File: config.mk
export PLATFORM = sky130hd
export DESIGN_NAME = rle_decode
export DESIGN_NICKNAME = d
export VERILOG_FILES = /design/src/rtl/rle_decode.sv
export SDC_FILE = /design/constraint.sdc
export NUM_CORES = 1
export LEC_CHECK = 0
export BUFFER_PORTS_ARGS = -buffer_cell sky130_fd_sc_hd__buf_4
export CAP_MARGIN = 20
export CORE_UTILIZATION = 49
export CTS_CLUSTER_DIAMETER = 120
export DETAILED_ROUTE_END_ITERATION = 16
export PLACE_DENSITY = 0.77
export SLEW_MARGIN = 20
export SYNTH_ARGS = -nofsm -noshare
export SYNTH_HDL_FRONTEND = slang
export SYNTH_SLANG_ARGS = --single-unit
File: constraint.sdc
create_clock -name clk -period 2.2 [get_ports clk]
set_input_delay 0.22 -clock clk [delete_from_list [all_inputs] [get_ports clk]]
set_output_delay 0.22 -clock clk [all_outputs]
set_load 0.05 [all_outputs]
File: src/rtl/rle_decode.sv
// rtl/rle_decode.sv - run-length decoder: {byte,count} entry words in DPSRAM -> packed plaintext words.
module rle_decode (
  input  logic        clk,
  input  logic        nreset,
  input  logic        start,
  input  logic [31:0] rle_addr,
  input  logic [31:0] rle_size,
  input  logic [31:0] out_addr,
  output logic [31:0] out_size,
  output logic        done,
  output logic        port_A_clk,
  output logic [15:0] port_A_addr,
  output logic [31:0] port_A_data_in,
  input  logic [31:0] port_A_data_out,
  output logic        port_A_we
);

  typedef enum logic [2:0] {IDLE, READ, LATCH, EXPAND, WRITE, FLUSH} state_t;

  state_t      state, state_n;
  logic [15:0] rd_ptr, wr_ptr;
  logic [29:0] words_left;
  logic [31:0] word_reg, asm_reg;
  logic [7:0]  run_left;
  logic [2:0]  fill;
  logic        half, word_done;
  logic        emit, advance;
  logic [7:0]  cur_byte;

  assign port_A_clk     = clk;
  assign port_A_addr    = port_A_we ? wr_ptr : rd_ptr;
  assign port_A_data_in = asm_reg;
  assign cur_byte       = half ? word_reg[31:24] : word_reg[15:8];

  // An entry retires on the cycle its last byte is emitted, so runs chain without bubbles;
  // a count-0 entry retires in a cycle of its own.
  always_comb begin
    state_n   = state;
    port_A_we = 1'b0;
    emit      = 1'b0;
    advance   = 1'b0;
    case (state)
      IDLE:  if (start) state_n = (rle_size[31:2] == 30'd0) ? FLUSH : READ;
      READ:  state_n = LATCH;
      LATCH: state_n = EXPAND;
      EXPAND: begin
        emit    = (run_left != 8'd0);
        advance = (run_left <= 8'd1);
        if (emit && fill == 3'd3)
          state_n = WRITE;
        else if (advance && half)
          state_n = (words_left != 30'd0) ? READ : FLUSH;
      end
      WRITE: begin
        port_A_we = 1'b1;
        if (word_done) state_n = (words_left != 30'd0) ? READ : FLUSH;
        else           state_n = EXPAND;
      end
      FLUSH: begin
        port_A_we = (fill != 3'd0);
        state_n   = IDLE;
      end
      default: state_n = IDLE;
    endcase
  end

  always_ff @(posedge clk or negedge nreset) begin
    if (!nreset) begin
      state      <= IDLE;
      rd_ptr     <= 16'd0;
      wr_ptr     <= 16'd0;
      words_left <= 30'd0;
      word_reg   <= 32'd0;
      asm_reg    <= 32'd0;
      run_left   <= 8'd0;
      fill       <= 3'd0;
      half       <= 1'b0;
      word_done  <= 1'b0;
      out_size   <= 32'd0;
      done       <= 1'b0;
    end else begin
      state <= state_n;
      case (state)
        IDLE: if (start) begin
          rd_ptr     <= rle_addr[15:0];
          wr_ptr     <= out_addr[15:0];
          words_left <= rle_size[31:2];
          out_size   <= 32'd0;
          fill       <= 3'd0;
          asm_reg    <= 32'd0;
          done       <= 1'b0;
        end
        READ: begin
          rd_ptr     <= rd_ptr + 16'd4;
          words_left <= words_left - 30'd1;
        end
        LATCH: begin
          word_reg  <= port_A_data_out;
          run_left  <= port_A_data_out[7:0];
          half      <= 1'b0;
          word_done <= 1'b0;
        end
        EXPAND: begin
          if (emit) begin
            asm_reg[{fill[1:0], 3'b000} +: 8] <= cur_byte;
            fill     <= fill + 3'd1;
            out_size <= out_size + 32'd1;
            run_left <= run_left - 8'd1;
          end
          if (advance) begin
            if (!half) begin
              half     <= 1'b1;
              run_left <= word_reg[23:16];
            end else begin
              word_done <= 1'b1;
            end
          end
        end
        WRITE: begin
          wr_ptr  <= wr_ptr + 16'd4;
          fill    <= 3'd0;
          asm_reg <= 32'd0;
        end
        FLUSH: begin
          if (fill != 3'd0) wr_ptr <= wr_ptr + 16'd4;
          fill    <= 3'd0;
          asm_reg <= 32'd0;
          done    <= 1'b1;
        end
        default: ;
      endcase
    end
  end

endmodule
======== Word level (Yosys, flattened, before mapping) ========
Cells that the tools add are included.
cells by class
  add/sub/neg operators ................... 7
  reduce and logical (&&, ||, !) cells .... 22
  muxes and demuxes ....................... 39
  equality and inequality tests ........... 12
  magnitude comparators ................... 1
  bitwise gates (word level) .............. 0
  divide/modulo/power cells ............... 0
  $mul .................................... 0
  shift operators ......................... 2
operator list
  cell                                                                     count
  32-bit two-way mux                                                       3
  32-bit one-hot mux with 3 select lines                                   1
  16-bit two-way mux                                                       4
  32-bit one-hot mux with 2 select lines                                   1
  30-bit one-hot mux with 2 select lines                                   1
  16-bit one-hot mux with 3 select lines                                   1
  16-bit by 3-bit adder with 16-bit output (second input constant)         2
  32-bit by 1-bit adder with 32-bit output (second input constant)         1
  32-bit bitwise mux                                                       1
  8-bit two-way mux                                                        4
  16-bit one-hot mux with 2 select lines                                   1
  8-bit by 7-bit variable shift with 32-bit output (first input constant)  1
  8-bit by 7-bit indexed part select with 32-bit output                    1
  30-bit zero test                                                         1
  30-bit two-way mux                                                       1
  30-bit nonzero test                                                      1
  30-bit by 1-bit subtractor with 30-bit output (second input constant)    1
  3-bit two-way mux                                                        8
  8-bit one-hot mux with 2 select lines                                    1
  3-bit one-hot mux with 5 select lines                                    1
  3-bit AND reduction                                                      4
  2-bit inequality test (second input constant)                            5
  3-bit by 2-bit == test with 1-bit output (second input constant)         3
  3-bit one-hot mux with 3 select lines                                    1
  16 further kinds                                                         34
storage, ports and cells
  latch bits .............................. 0
  memory bits (read-only) ................. 0
  word-level logic and storage cells ...... 95
  input bits .............................. 131
  bits in registers ....................... 175
  memories ................................ 0
  memory bits (writable) .................. 0

======== Logic depth before layout (Yosys ltp) ========
Gate-level depths: netlist of run 1.
  depth in word-level cells ............... 6
  mapped depth ............................ 8
  depth with buffers taken out ............ 7

==> results of run 1 <==
[layout by cell type, fill, tap and decap left out, types with 8 or more instances in the layout]
master and n:
xnor2_1 8, buf_8 9, dfrtp_1 161, nor4_1 19
o31ai_1 40, dlygate4sd3_1 76, nand2_1 109, nand4_1 19
buf_4 228, ha_1 10, a21oi_1 65, or4_1 9
nor2_1 68, o211ai_1 11, buf_6 15, buf_12 8
clkbuf_16 20, nand3_1 34, a211oi_1 15, mux2_2 26
nor3_1 18, mux2i_1 11, inv_1 22, mux2_4 8
o21ai_0 55, o22ai_1 13, and3_1 10, or3_1 19
[timing repair]
item	CTS	global route
hold buffers	76	0
hold endpoints to repair	212	0
buffers inserted	9	7
pin swaps	8	4
endpoints found under the setup margin	44	48
resized for setup	38	30
[stage by stage]
| step | total power, mW | instances |
|---|---|---|
| floorplan | 9.246 | 938 |
| global placement | 11.25 | 1359 |
| detailed placement | 11.46 | 1359 |
| CTS | 15.27 | 1479 |
| global route | 16.43 | 1486 |
| finish | 15.62 | 1486 |
[worst max-delay path: stages (launching register included)]
cell and delay, ns:
dfrtp_1 0.40, inv_2 0.09, ha_4 0.13, nand3b_1 0.15, nand2_4 0.17, clkinvlp_4 0.14
buf_4 0.16, o21ai_4 0.15, buf_6 0.18
[kinds of logic after synthesis]
group	Yosys count
and+or+nand+nor	358
AOI/OAI and AO/OA	268
DFF	167
buffers and inverters	76
muxes	45
adders and majority gates	13
xor gates and xnor gates	11
[how the worst max path moves through the flow]
stage | startpoint | endpoint | slack (ns) | cells past startpoint
after global routing | fill[1] | port_A_addr[10] | -0.20 | 7
after CTS | fill[0] | port_A_addr[8] | -0.15 | 7
after floorplan | words_left[1] | words_left[28] | -0.07 | 8
after detailed placement | run_left[1] | port_A_data_in[16] | -0.14 | 7
after global placement | run_left[1] | port_A_data_in[22] | 0.01 | 7
final | fill[1] | port_A_addr[6] | -0.15 | 8
[metal layers]
metal / global-route usage, % / part of all wire (%) / vias up
li1: - / - / 4134
met1: 36.01 / 41 / 4232
met2: 48.51 / 50 / 375
met3: 6.227 / 5.8 / 82
met4: 15.56 / 3.9 / 0
met5: 0 / 0 / -
[layout make-up]
cell class	instances	area, sq um	share of cell area (%)
Sequential cell	167	4187	32.85
Tap cell	225	281.5	2.209
Clock buffer	21	508.0	3.986
Clock inverter	15	192.7	1.512
Inverter	28	108.9	0.8541
Multi-Input combinational cell	695	4538	35.61
Timing Repair Buffer	335	2929	22.98
[report_power, final]
group	total (mW)	internal, mW	switching (mW)
Clock	3.46	1.82	1.64
Combinational	7.06	2.95	4.11
Sequential	5.10	4.09	1.01
==> metrics.md, run 1 <==
| Metric | Value |
|---|---|
| Xor/xnor share of the synthesized area | 1.090% |
| F_max | 425.0 MHz |
| HP Class | primary input to register |
| Placed cell area | 0.01091 sq mm |
| Vias in the first global route | 8688 |
| Mux contribution to synthesized area | 5.579% |
| P per Cell Area | 1225 mW/mm^2 |
| Worst vdd ir | 0.8081 mV |
| Vias | 8823 |
| Slew margin rel. | 55.05% |
| Worst skew pair latency | 0.56 ns |
| Startpoint Class | register |
| Worst path required time | 1.98 ns |
| Die X | 136.3 microns |
| Synth area leader | dfrtp_1 |
| Synthesized area | 0.008836 sq mm |
| Synth unique cells | 68 |
| Unrepaired setup endpoints after global routing | true |
| Largest net degree at the start of global routing | 59 |
| Adder-Cell Fraction of Synth Area | 1.841% |
| Post-DR vias/cell | 5.937 |
| Chip height | 136.3 microns |
| Ys Warns | 0 |
| CTS tree | yes |
| Hold Crit Start | out_addr[14] |
| DP HPWL | 17330 microns |
| Initial drt markers | 671 |
| Core area | 0.01748 sq mm |
| WHS | -0.002606 ns |
| Final Cycle Share | 107.0% |
| Critical path capture point type | output port |
| Remaining DRCs | 0 |
| Top FF cell, synth | dfrtp_1 |
| Antenna cell count | 0 |
| Final worst slack | -0.1532 ns |
| Max-cap viol count | 0 |
| Clock Skews | 0.01572 ns |
| Top cells by area, synth | dfrtp_1 47%, nand2_1 4.9%, mux2_2 4.3% |
| Synth top cells by count | 167 x dfrtp_1, 115 x nand2_1, 70 x nor2_1 |
| Layout cells sized above 1 | 30.61% |
| Area grow syn2layout | 44.24% |
| Global-route wire length before repair | 42160 microns |
| Slew at the pin closest to its max-slew limit | 0.6742 ns |
| Routed len/inst | 18.20 microns |
| Synth Register Bits | 167 |
| Max Slew Vio Count | 0 |
| Mapped Nets | 1082 |
| Endpoints failing setup | 17 |
| Die area | 0.01857 sq mm |
| Avg Cell Area, Syn | 9.420 sq um |
| Crit Path Category | register to output port |
| Fin crit period | 2.353 ns |
| I/O pins | 214 |
| Pre-Repair DR Iteration Count | 7 |
| Final Util | 72.92% |
| Reg-to-reg slack, setup | 0.09 ns |
| GR Util All Layers | 29.38% |
| Most frequent cell after synthesis | dfrtp_1 |
| Final GP Congestion | 0.8949 |
| Post-synth EDFFs | 0 |
| Sequential share of the synthesized area | 47.30% |
| Failing checks | hold timing, setup timing |
| Initial Utilization | 50.56% |
| Design area | 0.01274 sq mm |
| DRT Wirelength | 27050 microns |
| Largest family of logic cells by synthesized area | simple AND/OR/NAND/NOR gates |
| Final Hold Viols | 1 |
| Worst R2R End | words_left[17] |
| R2r startpoint | words_left[5] |
| Std cell rows | 48 |
| Leakage power | 5.569 nW |
| Status | finished with violations |
| Setup TNS | -2.059 ns |
| Async S/R FF share, synth | 100.0% |
| WP data arrival | 2.13 ns |
| Synth Instances | 938 |
| Hold depth | 3 |
| Reg2Reg Depth | 5 |
| Fillers | 1206 |
| Dpl ws | -0.1448 ns |
| Reg clk slew, reported paths | 0.08 ns |
| Initial antenna violation count | 0 |
| Compound-cell area share of the yosys netlist | 20.07% |
| DRT antenna net count | 0 |
| Nets | 1392 |
| Share of the synthesized area in the top cell type | 47.30% |
| IO Port Bufs | 179 |
| WHS Endpoint | wr_ptr[14] |
| Simple-gate area share of the yosys netlist | 20.56% |
| GR Overflow Total | 0 |
| CP max FO | 5 |
Power figures use the tool's default switching activity.
==> run 2, diff against run 1 <==
Settings changed: CELL_PAD_IN_SITES_DETAIL_PLACEMENT from default to 0, CELL_PAD_IN_SITES_GLOBAL_PLACEMENT from default to 2, CORE_UTILIZATION 49 to 29, PLACE_DENSITY 0.77 to default, PLACE_DENSITY_LB_ADDON from default to 0.1.
==> run 2 against run 1 <==
The run ends with setup timing left. Sequential cell count unchanged. Final cell count is 12% higher. Die area grew 68%. Core utilization down 29 points. Register-to-register slack lost 0.06 ns. Power grew 0.68%. Final area is 2.8% higher. Global-route usage decreased by 11 points. Largest cell class unchanged. Largest power group unchanged.
==> metrics.md, run 2 (synthesis gave the netlist of run 1 again) <==
| Metric | Value |
|---|---|
| Status | finished with violations |
| Failing checks | setup timing |
| Leakage power | 5.651 nW |
| Buffers and inverters on the worst path | 3 |
| HP Class | primary input to register |
| Initial Utilization | 29.65% |
| Initial antenna violation count | 1 |
| WHS | 0.01162 ns |
| Final Cycle Share | 108.3% |
| P_sw | 6.756 mW |
| Sw Share | 42.97% |
| Area grow syn2layout | 48.23% |
| DP HPWL | 19810 microns |
| Largest net degree at the start of global routing | 71 |
| Startpoint Class | register |
| I/O pins | 214 |
| Slowest cell on crit path | dfrtp_1 |
| DRT antenna net count | 0 |
| DRT Wirelength | 28790 microns |
| Layout cells sized above 1 | 30.64% |
| Commonest cells after routing, fill and taps aside | 234 x buf_4, 160 x dfrtp_1, 110 x nand2_1, 82 x dlygate4sd3_1, 69 x nor2_1 |
| Final GP Congestion | 0.7592 |
| Slew margin rel. | 57.34% |
| Std cell rows | 63 |
| Global-route wire length before repair | 45520 microns |
| Final Hold Viols | 0 |
| Core area | 0.02980 sq mm |
| Antenna cell count | 0 |
| Worst path required time | 1.98 ns |
| Fillers | 2959 |
| CP Cell Sequence | inv_2 -> ha_4 -> nand3b_1 -> nand2_4 -> clkinvlp_4 -> o21ai_4 -> buf_6 |
| GR Util All Layers | 18.74% |
| Slowest stage delay, CP | 0.39 ns |
| Logic pwr share | 45.9% |
| Chip height | 176.6 microns |
| Worst path top cell family by delay | buffers and inverters |
| F_max | 419.7 MHz |
| Die area | 0.03117 sq mm |
| Slew at the pin closest to its max-slew limit | 0.6221 ns |
| CP max FO | 7 |
| Clock share of power | 22.0% |
| GR Overflow Total | 0 |
| Power Internal | 8.966 mW |
| Crit Path Category | register to output port |
| Pre-Repair DR Iteration Count | 5 |
| Fin cells | 1666 |
| Worst vdd ir | 0.9262 mV |
| Remaining DRCs | 0 |
| Final worst slack | -0.1824 ns |
| Unrepaired setup endpoints after global routing | true |
| Max Slew Vio Count | 0 |
| Vias | 8414 |
| Vias in the first global route | 8214 |
| Initial drt markers | 450 |
| DP Cell Count | 1528 |
| Fin crit period | 2.382 ns |
| Post-DR vias/cell | 5.050 |
| Commonest non-fill, non-tap cell in the layout | buf_4 |
| P per Cell Area | 1200 mW/mm^2 |
| Routed len/inst | 17.28 microns |
| Endpoints failing setup | 17 |
| WP data arrival | 2.16 ns |
| Nets | 1407 |
| Flop pwr share | 32.1% |
| Max-cap viol count | 0 |
| Clock Skews | 0.01894 ns |
| IO Port Bufs | 179 |
| Critical path capture point type | output port |
| Worst skew pair latency | 0.55 ns |
| Die X | 176.6 microns |
| Reg clk slew, reported paths | 0.08 ns |
| CTS tree | yes |
==> run 2: through the flow <==
| stage | total power [mW] | worst slack, ns | TNS, ns | cell area, sq um | util, % |
|---|---|---|---|---|---|
| global placement | 11.68 | 0.04287 | 0 | 11130 | 37.36 |
| detailed placement | 11.71 | 0.01437 | 0 | 11130 | 37.36 |
| global route | 16.80 | -0.2916 | -3.917 | 13100 | 43.96 |
| finish | 15.72 | -0.1824 | -2.204 | 13100 | 43.96 |
| floorplan | 9.246 | -0.07070 | -0.1193 | 8914 | - |
| CTS | 15.72 | -0.2192 | -2.720 | 12980 | 43.55 |
==> run 2: final timing paths <==
check | start | endpoint | slack [ns] | depth (start not counted)
setup / recovery | fill[1] | port_A_addr[14] | -0.18 | 7
hold / removal | out_addr[10] | wr_ptr[10] | 0.01 | 3
setup reg to reg | words_left[0] | words_left[28] | 0.03 | 8
hold reg to reg | port_A_data_in[26] | port_A_data_in[26] | 0.48 | 2
max in group asynchronous | nreset | done | 1.34 | 3
min in group asynchronous | nreset | out_size[21] | 0.17 | 2
==> run 2: tightest hold or removal path, delay by kind of cell <==
kind / cells / cell delay, ns
compound gates: 2 / 0.22
buf+inv: 1 / 0.08
==> run 2: layer usage <==
metal  part of all wire [%]  wire [microns]  global-route usage (%)
met2                     47           13490                   29.58
met4                   0.96             277                   3.951
met5                  0.049              14                       0
met1                     49           14030                   26.31
met3                    3.4             977                   3.854
==> run 2: cell type report <==
type,count,area (sq um),area share [%]
inverter,28,108.9,0.8311
tap,390,488.0,3.726
multi-input combinational,696,4564,34.85
sequential,167,4188,31.97
timing repair buffer,349,3059,23.36
clock buffer,21,508.0,3.878
clock inverter,15,181.4,1.385
==> run 2: power by group through the flow <==
stage          combinational, mW  sequential [mW]  clock, mW
6_report                    7.21             5.05       3.46
5_1_grt                     7.90             5.21       3.69
3_3_place_gp                6.51             5.07     0.0980
2_1_floorplan               3.84             5.31     0.0980
4_1_cts                     7.12             5.03       3.57
3_5_place_dp                6.53             5.08     0.0980
==> run 2: what timing repair did <==
item	in CTS	in global routing
setup endpoints to repair	18	40
gates resized for setup	58	19
hold endpoints to repair	124	0
buffers inserted	14	8
hold buffers	82	0
pin swaps	12	10
gates cloned	1	0
